==> src/rtl/pixel_ctrl_pkg.sv <==
// pixel_ctrl_pkg: shared types and helpers for the pixel frame sequencer.
//   state_t       frame FSM state encoding
//   *_DEFAULT     default ramp width and pixel count
//   onehot_read   pixel index -> one-hot read strobe
package pixel_ctrl_pkg;

    localparam int RAMP_W_DEFAULT  = 8;
    localparam int NUM_PIX_DEFAULT = 4;

    typedef enum logic [2:0] {
        S_IDLE    = 3'd0,
        S_ERASE   = 3'd1,
        S_EXPOSE  = 3'd2,
        S_CONVERT = 3'd3,
        S_READ    = 3'd4,
        S_HOLD    = 3'd5,
        S_DONE    = 3'd6
    } state_t;

    // Returns a full 32-bit vector; callers cast it to their strobe width.
    function automatic logic [31:0] onehot_read(input logic [1:0] idx);
        return 32'd1 << idx;
    endfunction

endpackage

==> src/rtl/phase_timer.sv <==
// phase_timer: down-counter shared by the ERASE, EXPOSE and CONVERT phases.
//   clk, reset   clock, async active-high reset
//   load_i       load len_i (phase entry); takes priority over tick_i
//   len_i        phase length in cycles (>=1)
//   tick_i       count down one cycle
//   done_o       high during the last cycle of the phase (count == 1)
module phase_timer #(
    parameter int CNT_W = 16
) (
    input  logic             clk,
    input  logic             reset,
    input  logic             load_i,
    input  logic [CNT_W-1:0] len_i,
    input  logic             tick_i,
    output logic             done_o
);

    logic [CNT_W-1:0] count_q;

    always_ff @(posedge clk or posedge reset) begin
        if (reset) begin
            count_q <= '0;
        end else if (load_i) begin
            count_q <= len_i;
        end else if (tick_i && count_q > CNT_W'(1)) begin
            // Parks at 1 rather than wrapping; the next phase entry reloads it.
            count_q <= count_q - CNT_W'(1);
        end
    end

    assign done_o = (count_q == CNT_W'(1));

endmodule

==> src/rtl/pixel_frame_sequencer.sv <==
// pixel_frame_sequencer: frame controller for the 2x2 pixel array.
// Runs erase -> expose -> convert -> read out, producing the ramp code during
// convert and streaming the captured pixel codes over valid/ready.
//   clk, reset       clock, async active-high reset
//   start, abort     frame request (IDLE only) / synchronous abort
//   expose_cycles    exposure length, latched on accepted start (0 -> 1)
//   busy, frame_done status; frame_done pulses after the last handshake
//   erase/expose/convert/read   pixel strobes (expose/convert also gate
//                    the analog bias/ramp in the pixel wrapper)
//   ramp_code        digital ramp driven to the pixel latches
//   pix_data         shared pixel data bus
//   out_*            captured pixel code stream
module pixel_frame_sequencer
    import pixel_ctrl_pkg::*;
#(
    parameter int ERASE_CYCLES = 5,
    parameter int EXP_W        = 16,
    parameter int RAMP_W       = RAMP_W_DEFAULT,
    parameter int NUM_PIX      = NUM_PIX_DEFAULT
) (
    input  logic               clk,
    input  logic               reset,
    input  logic               start,
    input  logic               abort,
    input  logic [EXP_W-1:0]   expose_cycles,
    output logic               busy,
    output logic               frame_done,
    output logic               erase,
    output logic               expose,
    output logic               convert,
    output logic [NUM_PIX-1:0] read,
    output logic [RAMP_W-1:0]  ramp_code,
    input  logic [RAMP_W-1:0]  pix_data,
    output logic [RAMP_W-1:0]  out_data,
    output logic [1:0]         out_idx,
    output logic               out_valid,
    input  logic               out_ready
);

    localparam int CNT_W = (EXP_W > RAMP_W + 1) ? EXP_W : RAMP_W + 1;

    state_t             state_q, state_d;
    logic [EXP_W-1:0]   exp_q, exp_d;
    logic [1:0]         idx_q, idx_d;
    logic [RAMP_W-1:0]  ramp_q, ramp_d;
    logic [RAMP_W-1:0]  out_data_q, out_data_d;
    logic [1:0]         out_idx_q, out_idx_d;
    logic               out_valid_q, out_valid_d;
    logic               busy_q, done_q, erase_q, expose_q, convert_q;
    logic [NUM_PIX-1:0] read_q;

    logic               t_load, t_tick, t_done;
    logic [CNT_W-1:0]   t_len;

    phase_timer #(.CNT_W(CNT_W)) u_timer (
        .clk    (clk),
        .reset  (reset),
        .load_i (t_load),
        .len_i  (t_len),
        .tick_i (t_tick),
        .done_o (t_done)
    );

    assign t_tick = (state_q == S_ERASE) || (state_q == S_EXPOSE) || (state_q == S_CONVERT);

    always_comb begin
        state_d     = state_q;
        exp_d       = exp_q;
        idx_d       = idx_q;
        t_load      = 1'b0;
        t_len       = '0;
        out_valid_d = out_valid_q;
        out_data_d  = out_data_q;
        out_idx_d   = out_idx_q;
        case (state_q)
            S_IDLE: if (start && !abort) begin
                state_d = S_ERASE;
                exp_d   = (expose_cycles == '0) ? EXP_W'(1) : expose_cycles;
                t_load  = 1'b1;
                t_len   = CNT_W'(ERASE_CYCLES);
            end
            S_ERASE: if (t_done) begin
                state_d = S_EXPOSE;
                t_load  = 1'b1;
                t_len   = CNT_W'(exp_q);
            end
            S_EXPOSE: if (t_done) begin
                state_d = S_CONVERT;
                t_load  = 1'b1;
                t_len   = CNT_W'(2 ** RAMP_W);
            end
            S_CONVERT: if (t_done) begin
                state_d = S_READ;
                idx_d   = 2'd0;
            end
            S_READ: begin
                // read[i] is high this cycle, so pix_data holds pixel i now.
                state_d     = S_HOLD;
                out_valid_d = 1'b1;
                out_data_d  = pix_data;
                out_idx_d   = idx_q;
            end
            S_HOLD: if (out_ready) begin
                out_valid_d = 1'b0;
                if (int'(idx_q) == NUM_PIX - 1) begin
                    state_d = S_DONE;
                end else begin
                    state_d = S_READ;
                    idx_d   = idx_q + 2'd1;
                end
            end
            S_DONE:  state_d = S_IDLE;
            default: state_d = S_IDLE;
        endcase
        // Abort wins over everything, including a handshake in HOLD.
        if (abort && state_q != S_IDLE) begin
            state_d     = S_IDLE;
            t_load      = 1'b0;
            out_valid_d = 1'b0;
            out_data_d  = '0;
            out_idx_d   = 2'd0;
        end
    end

    // Ramp restarts at 0 on convert entry and steps once per convert cycle;
    // the phase is exactly 2**RAMP_W long so it tops out without wrapping.
    assign ramp_d = (state_q == S_CONVERT && state_d == S_CONVERT) ? ramp_q + RAMP_W'(1) : '0;

    // Outputs are registered from next state so they line up with state_q.
    always_ff @(posedge clk or posedge reset) begin
        if (reset) begin
            state_q     <= S_IDLE;
            exp_q       <= EXP_W'(1);
            idx_q       <= 2'd0;
            ramp_q      <= '0;
            out_data_q  <= '0;
            out_idx_q   <= 2'd0;
            out_valid_q <= 1'b0;
            busy_q      <= 1'b0;
            done_q      <= 1'b0;
            erase_q     <= 1'b0;
            expose_q    <= 1'b0;
            convert_q   <= 1'b0;
            read_q      <= '0;
        end else begin
            state_q     <= state_d;
            exp_q       <= exp_d;
            idx_q       <= idx_d;
            ramp_q      <= ramp_d;
            out_data_q  <= out_data_d;
            out_idx_q   <= out_idx_d;
            out_valid_q <= out_valid_d;
            busy_q      <= (state_d != S_IDLE);
            done_q      <= (state_d == S_DONE);
            erase_q     <= (state_d == S_ERASE);
            expose_q    <= (state_d == S_EXPOSE);
            convert_q   <= (state_d == S_CONVERT);
            read_q      <= (state_d == S_READ) ? NUM_PIX'(onehot_read(idx_d)) : '0;
        end
    end

    assign busy       = busy_q;
    assign frame_done = done_q;
    assign erase      = erase_q;
    assign expose     = expose_q;
    assign convert    = convert_q;
    assign read       = read_q;
    assign ramp_code  = ramp_q;
    assign out_data   = out_data_q;
    assign out_idx    = out_idx_q;
    assign out_valid  = out_valid_q;

endmodule

==> config.mk <==
export PLATFORM = sky130hd
export DESIGN_NAME = pixel_frame_sequencer
export DESIGN_NICKNAME = d
export VERILOG_FILES = /design/src/rtl/pixel_ctrl_pkg.sv /design/src/rtl/phase_timer.sv /design/src/rtl/pixel_frame_sequencer.sv
export SDC_FILE = /design/constraint.sdc
export NUM_CORES = 1
export LEC_CHECK = 0
export CORE_ASPECT_RATIO = 1.2
export CORE_MARGIN = 2
export CORE_UTILIZATION = 47
export CTS_CLUSTER_SIZE = 12
export DETAILED_ROUTE_END_ITERATION = 12
export GPL_TIMING_DRIVEN = 1
export HOLD_SLACK_MARGIN = 0.15
export PLACE_DENSITY = 0.83
export SLEW_MARGIN = 10
export SYNTH_ARGS = -nofsm -noshare
export SYNTH_HDL_FRONTEND = slang
export SYNTH_SLANG_ARGS = --single-unit
==> constraint.sdc <==
create_clock -name clk -period 2.2 [get_ports clk]
set_input_delay 0.44 -clock clk [delete_from_list [all_inputs] [get_ports clk]]
set_output_delay 0.44 -clock clk [all_outputs]
set_load 0.02 [all_outputs]
==> results of run 1 <==
[timing repair]
action | 4_1_cts | 5_1_grt
endpoints found under the setup margin | 0 | 17
resized for setup | 0 | 6
endpoints found under the hold margin | 0 | 0
[cell families (layout without fill, tap and decap cells)]
| kind of cell | Yosys count | in the layout | synth area share |
|---|---|---|---|
| muxes | 30 | 30 | 0.101 |
| adders and majority gates | 3 | 3 | 0.0117 |
| xor gates and xnor gates | 17 | 17 | 0.0466 |
| AOI/OAI and AO/OA | 54 | 54 | 0.123 |
| and+or+nand+nor | 104 | 104 | 0.174 |
| buffers and inverters | 24 | 102 | 0.0344 |
| DFF | 65 | 65 | 0.509 |
[power by group]
part / internal [mW] / total, mW / switching, mW
combinational: 0.684 / 1.36 / 0.676
sequential: 1.43 / 1.62 / 0.198
clock: 0.552 / 0.981 / 0.430
total: 2.66 / 3.97 / 1.30
[worst min-delay path: cells and delay by family]
kind / cells / cell delay, ps
buffers and inverters: 3 / 780
[layout by cell type (no fill, tap or decap), drive strengths merged, types with 2 or more instances in the layout]
cell type / Yosys / layout
inv: 8 / 8
clkinv: 0 / 2
nor4: 6 / 6
o21ai: 6 / 6
a21oi: 10 / 10
a22o: 10 / 10
o2111ai: 2 / 2
buf: 7 / 22
nand3: 8 / 8
dfrtp: 64 / 64
xor2: 10 / 10
o211ai: 5 / 5
a22oi: 2 / 2
mux2i: 12 / 12
clkdlybuf4s50: 0 / 56
mux2: 18 / 18
or3: 3 / 3
nor2b: 5 / 5
or4: 2 / 2
a21boi: 2 / 2
and4: 4 / 4
nor3b: 2 / 2
clkbuf: 9 / 13
nor2: 19 / 19
and2: 3 / 3
nand2b: 2 / 2
nand2: 24 / 24
ha: 3 / 3
a31oi: 5 / 5
and3: 4 / 4
o41ai: 2 / 2
nor3: 15 / 15
nand4: 2 / 2
nor4b: 4 / 4
xnor2: 7 / 7
[flip-flops by register name, indices dropped and copies added, names as in the netlist]
name	cells
expose	1
erase	1
read	4
state_q	3
u_timer.count_q	16
convert	1
idx_q	2
out_idx	2
frame_done	1
out_valid	1
ramp_code	8
busy	1
out_data	8
exp_q	16
[cell type report]
type / instances / area (µm²)
Inverter: 8 / 30.0
Timing Repair Buffer: 78 / 751
Clock buffer: 13 / 149
Multi-Input combinational cell: 208 / 1470
Tap cell: 85 / 106
Clock inverter: 3 / 40.0
Sequential cell: 65 / 1630
Fill cell: 511 / 2350
[Yosys cell counts, types with 2 or more instances]
cell / n
sky130_fd_sc_hd__a21boi_0: 2
sky130_fd_sc_hd__a21oi_1: 9
sky130_fd_sc_hd__a22o_1: 10
sky130_fd_sc_hd__a22oi_1: 2
sky130_fd_sc_hd__a31oi_1: 5
sky130_fd_sc_hd__and2_1: 2
sky130_fd_sc_hd__and3_1: 4
sky130_fd_sc_hd__and4_1: 4
sky130_fd_sc_hd__buf_2: 3
sky130_fd_sc_hd__buf_4: 2
sky130_fd_sc_hd__clkbuf_1: 8
sky130_fd_sc_hd__dfrtp_1: 64
sky130_fd_sc_hd__ha_1: 3
sky130_fd_sc_hd__inv_1: 8
sky130_fd_sc_hd__mux2_2: 18
sky130_fd_sc_hd__mux2i_1: 12
sky130_fd_sc_hd__nand2_1: 24
sky130_fd_sc_hd__nand2b_1: 2
sky130_fd_sc_hd__nand3_1: 8
sky130_fd_sc_hd__nand4_1: 2
sky130_fd_sc_hd__nor2_1: 19
sky130_fd_sc_hd__nor2b_1: 5
sky130_fd_sc_hd__nor3_1: 15
sky130_fd_sc_hd__nor4_1: 5
sky130_fd_sc_hd__nor4b_1: 4
sky130_fd_sc_hd__o2111ai_1: 2
sky130_fd_sc_hd__o211ai_1: 5
sky130_fd_sc_hd__o21ai_0: 6
sky130_fd_sc_hd__o41ai_1: 2
sky130_fd_sc_hd__or3_1: 3
sky130_fd_sc_hd__xnor2_1: 7
sky130_fd_sc_hd__xor2_1: 10
[routing by layer]
metal,track usage,share of wire,vias to the layer above
li1,-,-,1238
met1,0.273,0.43,1278
met2,0.341,0.50,85
met3,0.0363,0.043,12
met4,0.102,0.022,0
met5,0,0,-
[worst paths after layout]
kind | start | endpoint | cells past startpoint
max | u_timer.count_q[4] | u_timer.count_q[15] | 5
min | reset | ramp_code[2] | 3
max reg2reg | u_timer.count_q[4] | u_timer.count_q[15] | 5
min reg2reg | out_valid | out_valid | 1
max in group asynchronous | reset | exp_q[0] | 3
min in group clk | out_valid | out_valid | 1
==> out/results.md, run 1 <==
| Group | Metric | Reported |
| --- | --- | --- |
| yosys | EDFF count, synth | 0 |
| floorplanning | Initial core utilization | 0.490 |
| critical path | R2r setup slk | 130 ps |
| yosys | Ys Warns | 0 |
| floorplanning | Die footprint | 7480 µm² |
| critical path | Critical path start-end classification | register to register |
| timing | Minimum hold slack | 476 ps |
| place | Worst setup timing slack at the placement stage | -82.3 ps |
| critical path | Cells traversed along the worst timing path | or4_4 > nor3b_2 > o211ai_1 > or4_1 > a31oi_1 |
| yosys | Area contributors post-synth | sky130_fd_sc_hd__dfrtp_1 (50%), sky130_fd_sc_hd__mux2_2 (6.3%), sky130_fd_sc_hd__mux2i_1 (3.8%), sky130_fd_sc_hd__nand2_1 (2.8%), sky130_fd_sc_hd__a22o_1 (2.7%) |
| yosys | Number of standard cells after synthesis | 297 |
| routing | DRT Wirelength | 7190 µm |
| yosys | Part of the Yosys area used for sequential elements | 0.509 |
| floorplanning | Die W | 79.3 µm |
| routing | Detailed-routing iteration count for the pre-antenna-repair pass | 4 |
| clock network | Clock transition at path regs | 70 ps |
| global route | Overall track demand over capacity in global routing | 0.210 |
| yosys | Synth Area per Inst | 10.8 µm² |
| cells and area | Antenna diode count | 0 |
| timing | Total negative slack for setup checks | 0 ps |
| critical path | Slowest cell on crit path | sky130_fd_sc_hd__or4_4 |
| cells and area | Post-synthesis to final-layout area growth | 30.7% |
| pwr | Peak supply drop | 0.000673 V |
| timing | Highest clock rate | 0.484 GHz |
| yosys | Number of synthesized register bits | 65 |
| clock network | CTS Sinks | 65 |
| job | Total of max-cap violations | 0 |
| timing | Slew headroom | 0.499 |
| critical path | Worst stage delay on the critical path | 570 ps |
| floorplanning | Placeable core region | 6530 µm² |
| global route | Leftover overflow at the end of global routing | 0 |
| global route | Maximum number of pins on one net before global-route repair | 66 |
| routing | Detailed-route DRC error count | 0 |
| global route | Global-route wire length before repair | 12100 µm |
| worst hold path | Type of the most critical hold path | input pin to async pin |
| pwr | P per Cell Area | 949 nW/µm² |
| clock network | Clock insertion delay at the later pin of the skew report | 350 ps |
| clock network | Number of buffers added by the clock tree synthesis step | 9 |
| timing | Slew at the pin with the worst max-slew slack | 752 ps |
| routing | Average wire per cell in the routed design | 15.6 µm |
| global route | Via count of the first global-routing pass | 2583 |
| place | Placed insts | 444 |
| critical path | Dominant delay contributor by cell family on the critical path | simple AND/OR/NAND/NOR gates |
| run status | Run status | finished clean |
| timing | Part of the cycle the worst path needs | 0.940 |
| place | IO buf count | 56 |
| yosys | Synthesized netlist net count | 329 |
| timing | Hold violation total from the final report | 0 |
| yosys | Area of the mapped netlist | 3200 µm² |
| critical path | Arrival time at the worst endpoint | 2330 ps |
| routing | Routed Antenna Nets | 0 |
| yosys | Share of the synthesized area in the top cell type | 0.501 |
| place | DP Area | 3970 µm² |
| cells and area | Non-filler instance count after layout | 460 |
| clock network | H-tree levels | 3 |
| routing | Via count | 2613 |
| pwr | Standby leakage power | 1.79 nW |
| place | Weighted congestion at the end of routability-driven global placement | 0.901 |
| floorplanning | Top-level port count | 57 |
| floorplanning | Vertical die dimension | 94.3 µm |
| critical path | Critical path fanouts, max | 6 |
| floorplanning | Site row count | 32 |
| routing | Iteration-0 DRC Markers | 174 |
| critical path | Category of the worst setup path capture point | register |
| clock network | Deepest clock path buffer count | 2 |
| cells and area | Final layout net count | 402 |
| timing | Slew Viols, Final | 0 |
| timing | Final Worst Setup Slack | 133 ps |
| cells and area | Final design utilization | 0.640 |
| yosys | Synth async-reset ratio | 1.00 |
| cells and area | Share of cells above drive strength 1 | 0.171 |
| routing | Routed vias/inst | 5.68 |
| yosys | Yosys cell types | 54 |
| global route | Number of antenna violations at the first check in global routing | 0 |
| timing | Final worst clock skew | 7.59 ps |
| cells and area | Post-route cell area | 4180 µm² |
| critical path | Combined buffer and inverter count along the critical path | 0 |
| clock network | Hold buffer count at cts | 0 |
| timing | Count of endpoints failing setup in the final report | 0 |
| clock network | # Post-CTS Setup Buffers | 0 |
| yosys | Top flip-flop cell by instance count after synthesis | sky130_fd_sc_hd__dfrtp_1 |
| critical path | Kind of launch point of the worst setup path | register |
| critical path | Worst EP required | 2470 ps |
| clock network | CTS tree | built |
| clock network | Buffer cell driving the clock tree root | sky130_fd_sc_hd__clkbuf_8 |
| timing | Post-layout minimum cycle time | 2070 ps |
| place | Total half-perimeter wirelength after legalization and detailed placement | 5170 µm |
| timing | RSZ-0062 raised after global routing | false |
| yosys | Library cell occupying the most area in the post-synthesis netlist | sky130_fd_sc_hd__dfrtp_1 |
| pwr | Sum of internal, switching and leakage power | 3.97 mW |
Power figures use the tool's default switching activity.
==> run 2: changes to the inputs <==
CAP_MARGIN = 10   (was not set)
CELL_PAD_IN_SITES_DETAIL_PLACEMENT = 1   (was not set)
CELL_PAD_IN_SITES_GLOBAL_PLACEMENT = 1   (was not set)
CORE_UTILIZATION = 37   (was 47)
PLACE_DENSITY = 0.84   (was 0.83)
==> out/results.md, run 2 (synthesis results as in run 1) <==
| Group | Metric | Reported | Change |
| --- | --- | --- | --- |
| routing | DRT Wirelength | 8290 µm | was 7190 µm |
| pwr | Share of power burned in registers | 0.406 | was 0.410 |
| pwr | Clock share of power | 0.224 | was 0.247 |
| place | IO buf count | 56 | unchanged |
| clock network | CTS Sinks | 65 | unchanged |
| job | Total of max-cap violations | 0 | unchanged |
| pwr | Internal power component | 2.63 mW | was 2.66 mW |
| cells and area | Post-synthesis to final-layout area growth | 32.9% | was 30.7% |
| pwr | P per Cell Area | 940 nW/µm² | was 949 nW/µm² |
| global route | Number of antenna violations at the first check in global routing | 0 | unchanged |
| routing | Via count | 2651 | was 2613 |
| timing | Slew Viols, Final | 0 | unchanged |
| pwr | Peak supply drop | 0.000455 V | was 0.000673 V |
| global route | Maximum number of pins on one net before global-route repair | 66 | unchanged |
| pwr | Sw frac | 0.342 | was 0.329 |
| clock network | H-tree levels | 3 | unchanged |
| global route | Overall track demand over capacity in global routing | 0.190 | was 0.210 |
| global route | Via count of the first global-routing pass | 2841 | was 2583 |
| routing | Routed Antenna Nets | 0 | unchanged |
| cells and area | Most common cell after layout, fill and taps aside | sky130_fd_sc_hd__dfrtp_1 | unchanged |
| timing | Slew headroom | 0.510 | was 0.499 |
| timing | Highest clock rate | 0.478 GHz | was 0.484 GHz |
| cells and area | Most used cells in the layout excluding fill and tap cells | sky130_fd_sc_hd__dfrtp_1 (63), sky130_fd_sc_hd__clkdlybuf4s50_1 (56), sky130_fd_sc_hd__nand2_1 (24), sky130_fd_sc_hd__buf_4 (24), sky130_fd_sc_hd__nor2_1 (19) | was sky130_fd_sc_hd__dfrtp_1 (63), sky130_fd_sc_hd__clkdlybuf4s50_1 (56), sky130_fd_sc_hd__nand2_1 (24) |
| routing | Iteration-0 DRC Markers | 78 | was 174 |
| pwr | Sum of internal, switching and leakage power | 3.99 mW | was 3.97 mW |
| clock network | CTS tree | built | unchanged |
| floorplanning | Vertical die dimension | 106 µm | was 94.3 µm |
| timing | Hold violation total from the final report | 0 | unchanged |
| routing | Detailed-routing iteration count for the pre-antenna-repair pass | 4 | unchanged |
| critical path | Critical path fanouts, max | 5 | was 6 |
| timing | Part of the cycle the worst path needs | 0.951 | was 0.940 |
| routing | Detailed-route DRC error count | 0 | unchanged |
| critical path | Kind of launch point of the worst setup path | register | unchanged |
| timing | Slew at the pin with the worst max-slew slack | 735 ps | was 752 ps |
| cells and area | Final layout net count | 407 | was 402 |
| critical path | Category of the worst setup path capture point | register | unchanged |
| pwr | Combinational cell fraction of total power | 0.370 | was 0.343 |
| routing | Average wire per cell in the routed design | 16.7 µm | was 15.6 µm |
| clock network | Hold buffer count at cts | 0 | unchanged |
| timing | Post-layout minimum cycle time | 2090 ps | was 2070 ps |
| clock network | Clock insertion delay at the later pin of the skew report | 350 ps | about the same |
| run status | Run status | finished clean | unchanged |
| routing | Routed vias/inst | 5.36 | was 5.68 |
| cells and area | Registers with the highest flip-flop counts | exp_q: 16 flops, u_timer.count_q: 16 flops | unchanged |
| critical path | R2r setup slk | 110 ps | was 130 ps |
| place | Weighted congestion at the end of routability-driven global placement | 0.882 | was 0.901 |
| critical path | Critical path start-end classification | register to register | unchanged |
| cells and area | Filler cell count | 939 | was 511 |
| clock network | Deepest clock path buffer count | 2 | unchanged |
| floorplanning | Top-level port count | 57 | unchanged |
| cells and area | Final design utilization | 0.501 | was 0.640 |
| pwr | Psw | 1.37 mW | was 1.30 mW |
| timing | Count of endpoints failing setup in the final report | 0 | unchanged |
| floorplanning | Die footprint | 9400 µm² | was 7480 µm² |
| global route | Leftover overflow at the end of global routing | 0 | unchanged |
| cells and area | Share of cells above drive strength 1 | 0.183 | was 0.171 |
| floorplanning | Die W | 88.9 µm | was 79.3 µm |
| clock network | Clock transition at path regs | 70 ps | about the same |
| global route | Global-route wire length before repair | 13700 µm | was 12100 µm |
| critical path | Arrival time at the worst endpoint | 2360 ps | was 2330 ps |
| clock network | Number of buffers added by the clock tree synthesis step | 9 | unchanged |
| cells and area | Antenna diode count | 0 | unchanged |
| clock network | Buffer cell driving the clock tree root | sky130_fd_sc_hd__clkbuf_8 | unchanged |
| timing | Minimum hold slack | 476 ps | about the same |
| floorplanning | Site row count | 37 | was 32 |
| worst hold path | Type of the most critical hold path | input pin to async pin | unchanged |
| critical path | Worst EP required | 2460 ps | was 2470 ps |
| timing | Final worst clock skew | 4.20 ps | was 7.59 ps |
| pwr | Standby leakage power | 1.80 nW | was 1.79 nW |
| floorplanning | Placeable core region | 8470 µm² | was 6530 µm² |
| place | Total half-perimeter wirelength after legalization and detailed placement | 5850 µm | was 5170 µm |
| floorplanning | Initial core utilization | 0.377 | was 0.490 |
-- run 2: changes by cell type in the layout (fill, tap and decap cells not counted), sizes merged --
cell / previous run / this run
bufinv: 1 / 0
clkinv: 2 / 0
clkbuf: 13 / 14
buf: 22 / 27
-- run 2: layer usage --
| metal | global-route usage | wire, µm |
|---|---|---|
| met5 | 0 | 0 |
| met1 | 0.228 | 3450 |
| met4 | 0.0898 | 193 |
| met2 | 0.322 | 4410 |
| met3 | 0.0321 | 240 |
-- run 2: layout make-up --
| type | count | area, µm² | share of cell area |
|---|---|---|---|
| repair buffers | 83 | 801 | 0.189 |
| flip-flops and latches | 65 | 1630 | 0.384 |
| clock buffers | 14 | 163 | 0.0383 |
| multi-input cells | 208 | 1480 | 0.348 |
| inverters | 8 | 30.0 | 0.00707 |
| well taps | 117 | 146 | 0.0345 |
-- run 2: path summary, 6_finish.rpt --
check	start	endpoint	cells after the start
worst min register to register	out_valid	out_valid	1
worst min-delay path	reset	exp_q[8]	3
min in group clk	out_valid	out_valid	1
worst max-delay path	u_timer.count_q[5]	u_timer.count_q[15]	5
worst max register to register	u_timer.count_q[5]	u_timer.count_q[15]	5
max in group asynchronous	reset	exp_q[0]	3
-- run 2: worst max-delay path, cell delays in order (launching register included) --
cell and delay, ps:
sky130_fd_sc_hd__dfrtp_1 450, sky130_fd_sc_hd__or4_4 560, sky130_fd_sc_hd__nor3b_2 210, sky130_fd_sc_hd__o211ai_1 170, sky130_fd_sc_hd__or4_1 430, sky130_fd_sc_hd__a31oi_1 190
-- run 2: through the flow --
stage / setup slack (ps) / instance area [µm²] / TNS (ps) / instances
2_1_floorplan: 97.1 / 3200 / 0 / 297
3_3_place_gp: -81.5 / 4050 / -790 / 479
3_5_place_dp: -148 / 4050 / -1440 / 479
4_1_cts: 11.2 / 4210 / 0 / 493
5_1_grt: -41.6 / 4250 / -65.3 / 495
6_report: 107 / 4250 / 0 / 495
-- run 2: power by group through the flow --
stage	Clock, mW	Combinational [mW]	Sequential (mW)
2_1_floorplan	0	0.883	1.60
3_3_place_gp	0	1.38	1.62
3_5_place_dp	0	1.44	1.63
4_1_cts	0.911	1.46	1.61
5_1_grt	0.964	1.62	1.65
6_report	0.894	1.48	1.62
-- run 2: repair_timing --
item,in CTS,in global routing
resized for setup,0,5
setup buffers,0,2
hold endpoints to repair,0,0
setup endpoints to repair,0,21
==> run 3: changes to the inputs <==
CORE_UTILIZATION = 38   (was 37)
PLACE_DENSITY = 0.85   (was 0.84)
SYNTH_HIERARCHICAL = 1   (was not set)
==> out/results.md, run 3 <==
| Group | Metric | Reported | Change |
| --- | --- | --- | --- |
| global route | Leftover overflow at the end of global routing | 0 | unchanged |
| timing | Hold violation total from the final report | 0 | unchanged |
| timing | Post-layout minimum cycle time | 2800 ps | was 2090 ps |
| clock network | Clock insertion delay at the later pin of the skew report | 350 ps | about the same |
| timing | Count of endpoints failing setup in the final report | 37 | was 0 |
| yosys | Synth async-reset ratio | 1.00 | unchanged |
| place | IO buf count | 56 | unchanged |
| critical path | R2r startpoint | u_timer/count_q[6] | was u_timer.count_q[5] |
| timing | RSZ-0062 raised after global routing | true |  |
| routing | Average wire per cell in the routed design | 22.6 µm | was 16.7 µm |
| global route | Maximum number of pins on one net before global-route repair | 20 | was 66 |
| yosys | Area contributors post-synth | sky130_fd_sc_hd__dfrtp_1 (48%), sky130_fd_sc_hd__mux2_2 (6.1%), sky130_fd_sc_hd__a22o_1 (2.6%), sky130_fd_sc_hd__and2_1 (2.6%), sky130_fd_sc_hd__xor2_1 (2.6%) | was sky130_fd_sc_hd__dfrtp_1 (50%), sky130_fd_sc_hd__mux2_2 (6.3%), sky130_fd_sc_hd__mux2i_1 (3.8%), sky130_fd_sc_hd__nand2_1 (2.8%), sky130_fd_sc_hd__a22o_1 (2.7%) |
| critical path | Critical path start-end classification | register to register | unchanged |
| global route | Overall track demand over capacity in global routing | 0.249 | was 0.190 |
| critical path | Cells traversed along the worst timing path | or4_4 > nor3_4 > and3_4 > nand2_4 > a21oi_4 > a21oi_2 > nor3_2 > buf_6 > buf_4 > buf_12 > nand2_1 > o21ai_1 | was or4_4 > nor3b_2 > o211ai_1 > or4_1 > a31oi_1 |
| routing | Iteration-0 DRC Markers | 135 | was 78 |
| timing | Minimum hold slack | 392 ps | was 476 ps |
| yosys | Number of synthesized register bits | 65 | unchanged |
| yosys | Top flip-flop cell by instance count after synthesis | sky130_fd_sc_hd__dfrtp_1 | unchanged |
| cells and area | Most used cells in the layout excluding fill and tap cells | sky130_fd_sc_hd__dfrtp_1 (64), sky130_fd_sc_hd__clkdlybuf4s50_1 (56), sky130_fd_sc_hd__buf_4 (49) | was sky130_fd_sc_hd__dfrtp_1 (63), sky130_fd_sc_hd__clkdlybuf4s50_1 (56), sky130_fd_sc_hd__nand2_1 (24), sky130_fd_sc_hd__buf_4 (24), sky130_fd_sc_hd__nor2_1 (19) |
| critical path | Worst stage delay on the critical path | 580 ps | was 560 ps |
| timing | Final Worst Setup Slack | -600 ps | was 107 ps |
| yosys | Synthesized netlist net count | 336 | was 329 |
| floorplanning | Initial core utilization | 0.390 | was 0.377 |
| routing | DRT Wirelength | 12300 µm | was 8290 µm |
| yosys | Most common cell in the netlist | sky130_fd_sc_hd__dfrtp_1 | unchanged |
| place | Total half-perimeter wirelength after legalization and detailed placement | 7160 µm | was 5850 µm |
| cells and area | Most common cell after layout, fill and taps aside | sky130_fd_sc_hd__dfrtp_1 | unchanged |
| clock network | H-tree levels | 3 | unchanged |
| critical path | Critical path fanouts, max | 9 | was 5 |
| yosys | Library cell occupying the most area in the post-synthesis netlist | sky130_fd_sc_hd__dfrtp_1 | unchanged |
| run status | Violated checks | setup timing |  |
| yosys | Number of standard cells after synthesis | 304 | was 297 |
| pwr | Peak supply drop | 0.000663 V | was 0.000455 V |
| critical path | Kind of launch point of the worst setup path | register | unchanged |
| global route | Via count of the first global-routing pass | 3280 | was 2841 |
| critical path | Arrival time at the worst endpoint | 3050 ps | was 2360 ps |
| clock network | Buffer cell driving the clock tree root | sky130_fd_sc_hd__clkbuf_8 | unchanged |
| yosys | Synth Area per Inst | 10.9 µm² | was 10.8 µm² |
| critical path | R2r setup slk | -600 ps | was 110 ps |
| clock network | Number of buffers added by the clock tree synthesis step | 9 | unchanged |
| place | Worst setup timing slack at the placement stage | -278 ps | was -148 ps |
| yosys | Yosys cell types | 63 | was 54 |
| cells and area | Post-route cell area | 4900 µm² | was 4250 µm² |
| floorplanning | Die W | 89.4 µm | was 88.9 µm |
| routing | Routed Antenna Nets | 0 | unchanged |
| routing | Routed vias/inst | 5.53 | was 5.36 |
| global route | Global-route wire length before repair | 17800 µm | was 13700 µm |
| floorplanning | Top-level port count | 57 | unchanged |
| pwr | P per Cell Area | 1270 nW/µm² | was 940 nW/µm² |
| critical path | Critical path startpoint | u_timer/count_q[6] | was u_timer.count_q[5] |
| critical path | Worst EP required | 2450 ps | was 2460 ps |
| timing | Slew Viols, Final | 0 | unchanged |
| timing | Slew headroom | 0.485 | was 0.510 |
| yosys | Ys Warns | 6 | was 0 |
| pwr | Standby leakage power | 2.14 nW | was 1.80 nW |
| yosys | Area of the mapped netlist | 3320 µm² | was 3200 µm² |
| critical path | Cell count of the worst reg-to-reg path | 12 | was 5 |
| pwr | Sum of internal, switching and leakage power | 6.21 mW | was 3.99 mW |
| worst hold path | Type of the most critical hold path | input pin to async pin | unchanged |
| floorplanning | Vertical die dimension | 106 µm | about the same |
| cells and area | Final layout net count | 453 | was 407 |
| global route | Number of antenna violations at the first check in global routing | 0 | unchanged |
| clock network | CTS Sinks | 65 | unchanged |
| place | DP Area | 4330 µm² | was 4050 µm² |
| routing | Via count | 3001 | was 2651 |
| yosys | Cell types with the highest counts after synthesis | sky130_fd_sc_hd__dfrtp_1 (64), sky130_fd_sc_hd__nand2_1 (22), sky130_fd_sc_hd__mux2_2 (18), sky130_fd_sc_hd__nor2_1 (16), sky130_fd_sc_hd__and2_1 (14) | was sky130_fd_sc_hd__dfrtp_1 (64), sky130_fd_sc_hd__nand2_1 (24), sky130_fd_sc_hd__nor2_1 (19), sky130_fd_sc_hd__mux2_2 (18), sky130_fd_sc_hd__nor3_1 (15) |
| floorplanning | Die footprint | 9510 µm² | was 9400 µm² |
| run status | Run status | finished, violations left | was finished clean |
| critical path | Slowest cell on crit path | sky130_fd_sc_hd__or4_4 | unchanged |
| floorplanning | Site row count | 37 | unchanged |
| place | Weighted congestion at the end of routability-driven global placement | 0.817 | was 0.882 |
| timing | Part of the cycle the worst path needs | 1.27 | was 0.951 |
| clock network | Clock transition at path regs | 80 ps | was 70 ps |
| clock network | CTS tree | built | unchanged |
| timing | Final worst clock skew | 12.3 ps | was 4.20 ps |
| cells and area | Final design utilization | 0.575 | was 0.501 |
| routing | Detailed-route DRC error count | 0 | unchanged |
| cells and area | Filler cell count | 914 | was 939 |
| cells and area | Post-synthesis to final-layout area growth | 47.4% | was 32.9% |
| clock network | Deepest clock path buffer count | 2 | unchanged |
| cells and area | Share of cells above drive strength 1 | 0.352 | was 0.183 |
| timing | Highest clock rate | 0.357 GHz | was 0.478 GHz |
| yosys | Share of the synthesized area in the top cell type | 0.482 | was 0.501 |
| yosys | EDFF count, synth | 0 | unchanged |
| yosys | Part of the Yosys area used for sequential elements | 0.490 | was 0.509 |
| critical path | Category of the worst setup path capture point | register | unchanged |
| cells and area | Antenna diode count | 0 | unchanged |
| floorplanning | Placeable core region | 8520 µm² | was 8470 µm² |
| cells and area | Registers with the highest flip-flop counts | exp_q: 16 flops, u_timer/count_q: 16 flops | was exp_q: 16 flops, u_timer.count_q: 16 flops |
| routing | Detailed-routing iteration count for the pre-antenna-repair pass | 4 | unchanged |
| timing | Slew at the pin with the worst max-slew slack | 766 ps | was 735 ps |
| job | Total of max-cap violations | 0 | unchanged |
| critical path | Destination of the worst register-to-register timing path | u_timer/count_q[7] | was u_timer.count_q[15] |
==> run 3: cell count changes in the layout (fill, tap and decap cells not counted), sizes merged, moves of 10 or more <==
cell   before  now
o21ai       6   18
and2        3   14
buf        27   62
mux2i      12    2
==> run 3: report_power, final <==
group	internal, mW	total [mW]	switching [mW]
registers	1.54	1.80	0.256
logic	1.56	3.22	1.67
clock network	0.650	1.19	0.535
total	3.75	6.21	2.46
==> run 3: what timing repair did <==
item	in CTS	in global routing
resized for setup	34	22
pin swaps	18	11
setup endpoints to repair	27	31
gates cloned	2	1
hold buffers	0	0
buffers inserted	9	11
==> run 3: cell type report <==
class / count / area (µm²) / area share
inverter: 10 / 37.5 / 0.00766
clock inverter: 7 / 101 / 0.0207
multi-input combinational: 216 / 1730 / 0.354
sequential: 65 / 1630 / 0.332
tap: 117 / 146 / 0.0299
clock buffer: 9 / 124 / 0.0253
timing repair buffer: 119 / 1130 / 0.230
==> run 3: metal layers <==
metal	GRT usage	wire, µm
met1	0.293	4780
met2	0.433	6600
met3	0.0505	438
met4	0.101	469
met5	0	0
==> run 3: worst max-delay path by stage <==
stage	endpoint	slack, ps	cells past startpoint
2_1_floorplan	u_timer/count_q[10]	-310	9
3_3_place_gp	u_timer/count_q[2]	-150	11
3_5_place_dp	u_timer/count_q[2]	-280	11
4_1_cts	read[3]	-290	8
5_1_grt	u_timer/count_q[7]	-640	12
6_report	u_timer/count_q[7]	-600	12
==> run 3: cell families (layout without fill, tap and decap cells) <==
kind of cell    after synthesis  in the layout  share of synthesized area
fa+ha+maj                     3              3                     0.0113
mux                          20             20                     0.0681
buf+inv                      23            145                     0.0388
flops                        65             65                      0.490
xor+xnor                     18             18                     0.0474
simple gates                121            121                      0.223
compound gates               54             54                      0.122
==> run 3: per-stage QoR <==
step                cells  setup TNS [ps]
finish                543          -13130
global route          543          -15020
CTS                   534           -5780
detailed placement    507           -5090
global placement      507           -2320
floorplan             304           -4130
==> run 3: critical path: cells and delay by family (launching register included) <==
kind | cells | cell delay (ps)
buffers and inverters | 3 | 460
AND/OR/NAND/NOR | 6 | 1520
AO/OA/AOI/OAI | 3 | 320
flip-flops | 1 | 400
